<file path="src/rtl/sprite_compositor.sv">
// Two-stage pixel compositor: prioritised square sprites over a selectable background,
// with matched sync delay, per-frame sprite collision flags and a frame counter.
module sprite_compositor #(
    parameter int NUM_SPRITES = 4,
    parameter int SPRITE_SIZE = 32,
    parameter int COL_W       = 12,
    parameter int ROW_W       = 11,
    parameter int TILE_LOG2   = 7
) (
    input  logic                       clock,
    input  logic                       reset,
    input  logic [COL_W-1:0]           display_col,
    input  logic [ROW_W-1:0]           display_row,
    input  logic                       visible,
    input  logic                       hsync,
    input  logic                       vsync,
    input  logic [NUM_SPRITES*COL_W-1:0] sprite_x,
    input  logic [NUM_SPRITES*ROW_W-1:0] sprite_y,
    input  logic [NUM_SPRITES-1:0]     sprite_en,
    input  logic [NUM_SPRITES*15-1:0]  sprite_color,
    input  logic [8:0]                 bg_tint,
    input  logic [1:0]                 bg_mode,
    output logic [7:0]                 VGA_R,
    output logic [7:0]                 VGA_G,
    output logic [7:0]                 VGA_B,
    output logic                       VGA_HS,
    output logic                       VGA_VS,
    output logic                       VGA_BLANK_N,
    output logic [NUM_SPRITES-1:0]     collision,
    output logic                       frame_done,
    output logic [15:0]                frame_count
);

    localparam int unsigned SPAN = SPRITE_SIZE - 1;
    localparam logic [COL_W:0] COL_SPAN = SPAN[COL_W:0];
    localparam logic [ROW_W:0] ROW_SPAN = SPAN[ROW_W:0];

    logic [COL_W:0]              col_ext;
    logic [ROW_W:0]              row_ext;
    logic                        tile_bit;
    logic [4:0]                  bg_low;

    logic [NUM_SPRITES-1:0]      hit_p1_d, hit_p1_q;
    logic [NUM_SPRITES*15-1:0]   color_p1_d, color_p1_q;
    logic [7:0]                  bg_r_p1_d, bg_r_p1_q;
    logic [7:0]                  bg_g_p1_d, bg_g_p1_q;
    logic [7:0]                  bg_b_p1_d, bg_b_p1_q;
    logic                        vis_p1_d, vis_p1_q;
    logic                        hs_p1_d, hs_p1_q;
    logic                        vs_p1_d, vs_p1_q;

    logic                        sel_hit;
    logic [14:0]                 sel_color;
    logic [7:0]                  r_p2_d, r_p2_q;
    logic [7:0]                  g_p2_d, g_p2_q;
    logic [7:0]                  b_p2_d, b_p2_q;
    logic                        vis_p2_d, vis_p2_q;
    logic                        hs_p2_d, hs_p2_q;
    logic                        vs_p2_d, vs_p2_q;

    logic                        multi_hit;
    logic                        frame_edge;
    logic [NUM_SPRITES-1:0]      acc_d, acc_q;
    logic [NUM_SPRITES-1:0]      collision_d, collision_q;
    logic                        frame_done_d, frame_done_q;
    logic [15:0]                 frame_count_d, frame_count_q;

    // Stage 1: sprite hit tests (one extra bit so right/bottom edges clip) and background colour
    always_comb begin
        col_ext  = {1'b0, display_col};
        row_ext  = {1'b0, display_row};
        hit_p1_d = '0;
        for (int i = 0; i < NUM_SPRITES; i++) begin
            hit_p1_d[i] = sprite_en[i] & visible
                & (col_ext >= {1'b0, sprite_x[i*COL_W +: COL_W]})
                & (col_ext <= ({1'b0, sprite_x[i*COL_W +: COL_W]} + COL_SPAN))
                & (row_ext >= {1'b0, sprite_y[i*ROW_W +: ROW_W]})
                & (row_ext <= ({1'b0, sprite_y[i*ROW_W +: ROW_W]} + ROW_SPAN));
        end

        tile_bit = display_row[TILE_LOG2] ^ display_col[TILE_LOG2];
        case (bg_mode)
            2'd0:    bg_low = {5{tile_bit}};
            2'd2:    bg_low = display_col[COL_W-1 -: 5];
            default: bg_low = 5'd0;
        endcase

        if (bg_mode == 2'd3) begin
            bg_r_p1_d = 8'd0;
            bg_g_p1_d = 8'd0;
            bg_b_p1_d = 8'd0;
        end else begin
            bg_r_p1_d = {bg_tint[8:6], bg_low};
            bg_g_p1_d = {bg_tint[5:3], bg_low};
            bg_b_p1_d = {bg_tint[2:0], bg_low};
        end

        color_p1_d = sprite_color;
        vis_p1_d   = visible;
        hs_p1_d    = hsync;
        vs_p1_d    = vsync;
    end

    // Stage 2: priority select, lowest index wins because it is applied last
    always_comb begin
        sel_hit   = 1'b0;
        sel_color = 15'd0;
        for (int i = NUM_SPRITES - 1; i >= 0; i--) begin
            if (hit_p1_q[i]) begin
                sel_hit   = 1'b1;
                sel_color = color_p1_q[i*15 +: 15];
            end
        end

        if (!vis_p1_q) begin
            r_p2_d = 8'd0;
            g_p2_d = 8'd0;
            b_p2_d = 8'd0;
        end else if (sel_hit) begin
            r_p2_d = {sel_color[14:10], 3'b000};
            g_p2_d = {sel_color[9:5],   3'b000};
            b_p2_d = {sel_color[4:0],   3'b000};
        end else begin
            r_p2_d = bg_r_p1_q;
            g_p2_d = bg_g_p1_q;
            b_p2_d = bg_b_p1_q;
        end

        vis_p2_d = vis_p1_q;
        hs_p2_d  = hs_p1_q;
        vs_p2_d  = vs_p1_q;
    end

    // Collision accumulation as pixels enter stage 2; frame boundary is the delayed vsync fall
    always_comb begin
        multi_hit     = (hit_p1_q & (hit_p1_q - NUM_SPRITES'(1))) != '0;
        frame_edge    = vs_p2_q & ~vs_p1_q;
        acc_d         = acc_q;
        collision_d   = collision_q;
        frame_done_d  = frame_edge;
        frame_count_d = frame_count_q;

        if (vis_p1_q && multi_hit) begin
            acc_d = acc_q | hit_p1_q;
        end
        if (frame_edge) begin
            collision_d   = acc_q;
            acc_d         = '0;
            frame_count_d = frame_count_q + 16'd1;
        end
    end

    always_ff @(posedge clock or posedge reset) begin
        if (reset) begin
            hit_p1_q      <= '0;
            color_p1_q    <= '0;
            bg_r_p1_q     <= 8'd0;
            bg_g_p1_q     <= 8'd0;
            bg_b_p1_q     <= 8'd0;
            vis_p1_q      <= 1'b0;
            hs_p1_q       <= 1'b1;
            vs_p1_q       <= 1'b1;
            r_p2_q        <= 8'd0;
            g_p2_q        <= 8'd0;
            b_p2_q        <= 8'd0;
            vis_p2_q      <= 1'b0;
            hs_p2_q       <= 1'b1;
            vs_p2_q       <= 1'b1;
            acc_q         <= '0;
            collision_q   <= '0;
            frame_done_q  <= 1'b0;
            frame_count_q <= 16'd0;
        end else begin
            hit_p1_q      <= hit_p1_d;
            color_p1_q    <= color_p1_d;
            bg_r_p1_q     <= bg_r_p1_d;
            bg_g_p1_q     <= bg_g_p1_d;
            bg_b_p1_q     <= bg_b_p1_d;
            vis_p1_q      <= vis_p1_d;
            hs_p1_q       <= hs_p1_d;
            vs_p1_q       <= vs_p1_d;
            r_p2_q        <= r_p2_d;
            g_p2_q        <= g_p2_d;
            b_p2_q        <= b_p2_d;
            vis_p2_q      <= vis_p2_d;
            hs_p2_q       <= hs_p2_d;
            vs_p2_q       <= vs_p2_d;
            acc_q         <= acc_d;
            collision_q   <= collision_d;
            frame_done_q  <= frame_done_d;
            frame_count_q <= frame_count_d;
        end
    end

    assign VGA_R       = r_p2_q;
    assign VGA_G       = g_p2_q;
    assign VGA_B       = b_p2_q;
    assign VGA_HS      = hs_p2_q;
    assign VGA_VS      = vs_p2_q;
    assign VGA_BLANK_N = vis_p2_q;
    assign collision   = collision_q;
    assign frame_done  = frame_done_q;
    assign frame_count = frame_count_q;

endmodule
</file>
<file path="config.mk">
export PLATFORM = sky130hd
export DESIGN_NAME = sprite_compositor
export DESIGN_NICKNAME = d
export VERILOG_FILES = /design/src/rtl/sprite_compositor.sv
export SDC_FILE = /design/constraint.sdc
export NUM_CORES = 1
export LEC_CHECK = 0
export ABC_AREA = 0
export BUFFER_PORTS_ARGS = -buffer_cell sky130_fd_sc_hd__buf_2
export CAP_MARGIN = 20
export CORE_ASPECT_RATIO = 1.25
export CORE_MARGIN = 8
export CORE_UTILIZATION = 59
export CTS_BUF_LIST = sky130_fd_sc_hd__clkbuf_16
export CTS_CLUSTER_SIZE = 14
export DETAILED_ROUTE_END_ITERATION = 12
export PLACE_DENSITY = 0.84
export SETUP_SLACK_MARGIN = 0.02
export SYNTH_ARGS = -nofsm -noshare
export SYNTH_HDL_FRONTEND = slang
export SYNTH_SLANG_ARGS = --single-unit
</file>
<file path="constraint.sdc">
create_clock -name clock -period 11.3 [get_ports clock]
set_input_delay 2.26 -clock clock [delete_from_list [all_inputs] [get_ports clock]]
set_output_delay 2.26 -clock clock [all_outputs]
set_load 0.005 [all_outputs]
</file>
==> impl_metrics.json <==
{
  "final_nets": 1692,
  "postCtsResizedCells": 0,
  "crit_required_ps": 11600,
  "die_h_um": 161,
  "async_reset_ff_share_pct": 100,
  "netlist_instances": 1061,
  "seq_power_share_pct": 37.8,
  "synth.yosys.warnings": 0,
  "path_depth_of_the_worst_reg2reg_path": 5,
  "worstHoldEndpoint": "VGA_VS$_DFF_PP1_",
  "report.final.hold_viol_count": 0,
  "ant_nets": 0,
  "number_of_antenna_violations_at_the_first_check_in_global_routing": 4,
  "synth-edff-count": 0,
  "gp_congestion": 0.964,
  "cell_internal_pwr_uw": 951,
  "totalWireLength_mm": 27.0,
  "finalCriticalPeriod_ps": 4410,
  "clock_tree.buffer_depth": 2,
  "holdCritPathClass": "reg2reg",
  "synth_area_in_compound_gates_pct": 14.8,
  "sw_frac_of_total_pct": 28.9,
  "f_max_ghz": 0.227,
  "synthDominantAreaCellType": "sky130_fd_sc_hd__dfrtp_1",
  "timing.critical_path.to_type": "flip-flop",
  "number_of_global_route_vias_before_repair": 9469,
  "worst_ir_drop_vdd_uv": 99.9,
  "ff_latch_area_um2": 3180,
  "yosys.area_share.xor_xnor_pct": 8.06,
  "place_hpwl_mm": 21.5,
  "synthDistinctLibCells": 62,
  "min_period_over_period_pct": 39.1,
  "post-synth-top-area-fraction_pct": 31.1,
  "power-per-cell-area_nw_per_um2": 113,
  "num-fill-cells": 1317,
  "vias": 8852,
  "grt-ovfl-total": 0,
  "min_from": "vs_p1_q$_DFF_PP1_",
  "syn_avg_cell_area_um2": 9.32,
  "mappedNetlistNets": 1449,
  "path_max_fanout": 4,
  "flow.area_growth_from_synthesis_pct": 19.8,
  "total_leakage_power_nw": 6.11,
  "synth_top_family_by_area": "adder cells",
  "timing.reg2reg.setup_slack_ps": 8750,
  "multi_input_area_um2": 6210,
  "final_layout_size_suffix_gt1_share_pct": 22.3,
  "dp.cells": 1505,
  "post_cts_hold_buffer_count": 0,
  "worstSetupStartpointType": "input pin",
  "critical_path_arrival_ps": 4720,
  "cts_sinks": 127,
  "clock-skew-final_ps": 9.00,
  "synth_simple_gate_area_share_pct": 14.9,
  "drcViolationCount": 0,
  "setup_repair_after_global_routing_missed_its_margin": "no",
  "maxCapViolations": 0,
  "cts_tree": "done",
  "first_pass_iteration_count_of_the_detailed_router": 5,
  "wl_per_cell_um": 17.5,
  "path_clk_slew_ps": 60,
  "post_synth_main_area_contributors": "sky130_fd_sc_hd__dfrtp_1 (31%), sky130_fd_sc_hd__ha_1 (24%), sky130_fd_sc_hd__xnor2_1 (7.5%)",
  "power.share.combinational_pct": 24.2,
  "die-area_um2": 21200,
  "criticalPathCategory": "in2reg",
  "yosys_register_bits": 127,
  "die_x_um": 132,
  "yosysSeqAreaShare_pct": 32.2,
  "grt_pass1_wl_mm": 43.7,
  "grt_max_degree": 80,
  "synth.area.mux_share_pct": 0.569,
  "r2r-end": "VGA_B[5]$_DFF_PP0_",
  "htreeDepth": 4,
  "drv_slew": 0,
  "holdPathStages": 0,
  "clock_latency_ps": 410,
  "n_antenna_cell": 0,
  "run_status": "finished, final reports clean",
  "rows": 53,
  "synth.cell_area_um2": 9890,
  "synthFlopType": "sky130_fd_sc_hd__dfrtp_1",
  "global_route.usage.total_pct": 25.3,
  "synth-adder-area-share_pct": 24.4,
  "setup_viol": 0,
  "clock_power_share_pct": 37.9,
  "pin_count": 243,
  "slew_headroom_pct": 34.2,
  "final_cells": 1537,
  "postCtsSetupRepairBufs": 0,
  "number_of_buffers_inserted_during_clock_tree_synthesis": 17,
  "drt_first_iter_violations": 512,
  "fin_tns_setup_ps": 0,
  "critical_path.reg2reg.startpoint": "hit_p1_q[2]$_DFF_PP0_",
  "floorplan.initialDensity_pct": 59.4,
  "core_um2": 16600,
  "power.net_switching_uw": 387,
  "routed_via_density": 5.76,
  "cts_root_buffer": "sky130_fd_sc_hd__clkbuf_16",
  "tightestPinTransition_ps": 987,
  "placement.io_buffers": 242
}
-- cell families (layout without fill, tap and decap cells) --
logic type,count (synthesis),count (layout)
AOI/OAI and AO/OA,232,232
xor gates and xnor gates,91,91
adders and majority gates,193,193
buffers and inverters,126,382
DFF,127,127
muxes,5,5
and+or+nand+nor,287,287
-- synthesized netlist by cell type, types with 2 or more instances --
cell	instances
sky130_fd_sc_hd__ha_1	193
sky130_fd_sc_hd__dfrtp_1	123
sky130_fd_sc_hd__inv_1	104
sky130_fd_sc_hd__xnor2_1	85
sky130_fd_sc_hd__a21oi_1	80
sky130_fd_sc_hd__nand2_1	57
sky130_fd_sc_hd__nand3_1	54
sky130_fd_sc_hd__nor2_1	48
sky130_fd_sc_hd__o21ai_0	48
sky130_fd_sc_hd__nor3_1	32
sky130_fd_sc_hd__nand4_1	20
sky130_fd_sc_hd__and2_1	19
sky130_fd_sc_hd__a22oi_1	18
sky130_fd_sc_hd__nor2b_1	15
sky130_fd_sc_hd__a21o_1	14
sky130_fd_sc_hd__and3_1	13
sky130_fd_sc_hd__clkbuf_1	12
sky130_fd_sc_hd__a211oi_1	10
sky130_fd_sc_hd__a31oi_1	8
sky130_fd_sc_hd__buf_4	7
sky130_fd_sc_hd__o211ai_1	7
sky130_fd_sc_hd__a221oi_1	6
sky130_fd_sc_hd__o2111ai_1	6
sky130_fd_sc_hd__xor2_1	6
sky130_fd_sc_hd__mux2_2	5
sky130_fd_sc_hd__nand2b_1	5
sky130_fd_sc_hd__o21a_1	5
sky130_fd_sc_hd__a21boi_0	4
sky130_fd_sc_hd__dfstp_2	4
sky130_fd_sc_hd__or3_1	4
sky130_fd_sc_hd__a2111oi_0	3
sky130_fd_sc_hd__and4_1	3
sky130_fd_sc_hd__buf_2	3
sky130_fd_sc_hd__nor4_1	3
sky130_fd_sc_hd__o21bai_1	3
sky130_fd_sc_hd__o311ai_0	3
sky130_fd_sc_hd__a221o_1	2
sky130_fd_sc_hd__nor3b_1	2
sky130_fd_sc_hd__nor4_2	2
sky130_fd_sc_hd__o21ai_2	2
sky130_fd_sc_hd__or2_2	2
-- worst max-delay path, stage by stage --
cell                      delay (ps)
sky130_fd_sc_hd__buf_2           120
sky130_fd_sc_hd__nor3_1          270
sky130_fd_sc_hd__nand3_1         170
sky130_fd_sc_hd__and3_1          260
sky130_fd_sc_hd__nand3_1         110
sky130_fd_sc_hd__xnor2_1          70
sky130_fd_sc_hd__ha_1            310
sky130_fd_sc_hd__nand3_1         120
sky130_fd_sc_hd__nor2_1          150
sky130_fd_sc_hd__nand3_1         110
sky130_fd_sc_hd__a211o_1         230
sky130_fd_sc_hd__a221o_1         360
sky130_fd_sc_hd__and4b_1         190
-- routing by layer --
metal  GRT usage, %  part of all wire, %  wire, um  up-vias
met2           46.2                   52     13900      308
met4           12.7                  3.3       881        8
met5              0                 0.15        40        -
met3           5.88                  6.5      1740       68
li1               -                    -         -     4274
met1           26.8                   39     10400     4194
-- metrics by stage --
stage                     instance area (um2)  hold slack [ps]  power (mW)  utilization [%]  setup WS (ps)
after floorplan                          9890              345       0.709                -           5660
after global placement                  11300              345       0.821             67.9           6520
after detailed placement                11300              360       0.836             67.9           6450
after CTS                               11900              361        1.35             71.2           6890
after global routing                    11900              364        1.41             71.2           6670
final                                   11900              360        1.34             71.2           6890
-- layout by cell type, fill, tap and decap left out, drive strengths merged, types with 10 or more instances in the layout --
cell type / count
clkbuf: 17
dfrtp: 123
o21ai: 51
nor2b: 16
buf: 246
and3: 13
nor3: 33
and2: 19
inv: 106
a211oi: 10
a21o: 14
nand4: 20
ha: 193
a21oi: 80
a22oi: 18
xnor2: 85
nand3: 54
nand2: 57
nor2: 48
-- area by class of cell --
class                      count  area share (%)
clock buffer                  17            3.59
timing repair buffer         246            10.5
inverter                     104            3.31
sequential                   127            26.8
clock inverter                15            1.10
tap                          220            2.32
multi-input combinational    808            52.4
-- flip-flops by register name, indices dropped and copies added (netlist names), 3 cells and up --
signal       cells
VGA_G            5
collision        4
frame_count     16
hit_p1_q         4
VGA_R            5
bg_r_p1_q        3
VGA_B            8
color_p1_q      60
bg_g_p1_q        3
bg_b_p1_q        8
acc_q            4
-- power by group through the flow --
stage	clock network (mW)	logic (mW)	registers (mW)
after floorplan	0	0.198	0.510
after global placement	0	0.309	0.511
after detailed placement	0	0.323	0.513
after CTS	0.513	0.326	0.506
after global routing	0.535	0.369	0.510
final	0.508	0.324	0.506
-- worst max-delay path by stage --
stage / startpoint / end / slack [ps] / cells after the start
floorplan: reset / VGA_BLANK_N$_DFF_PP0_ / 5660 / 1
global placement: sprite_x[38] / hit_p1_q[3]$_DFF_PP0_ / 6520 / 13
detailed placement: sprite_x[0] / hit_p1_q[0]$_DFF_PP0_ / 6450 / 13
CTS: sprite_x[0] / hit_p1_q[0]$_DFF_PP0_ / 6890 / 13
global route: sprite_x[0] / hit_p1_q[0]$_DFF_PP0_ / 6670 / 13
finish: sprite_x[38] / hit_p1_q[3]$_DFF_PP0_ / 6890 / 13
No activity file was read; power rests on OpenSTA's default activity.
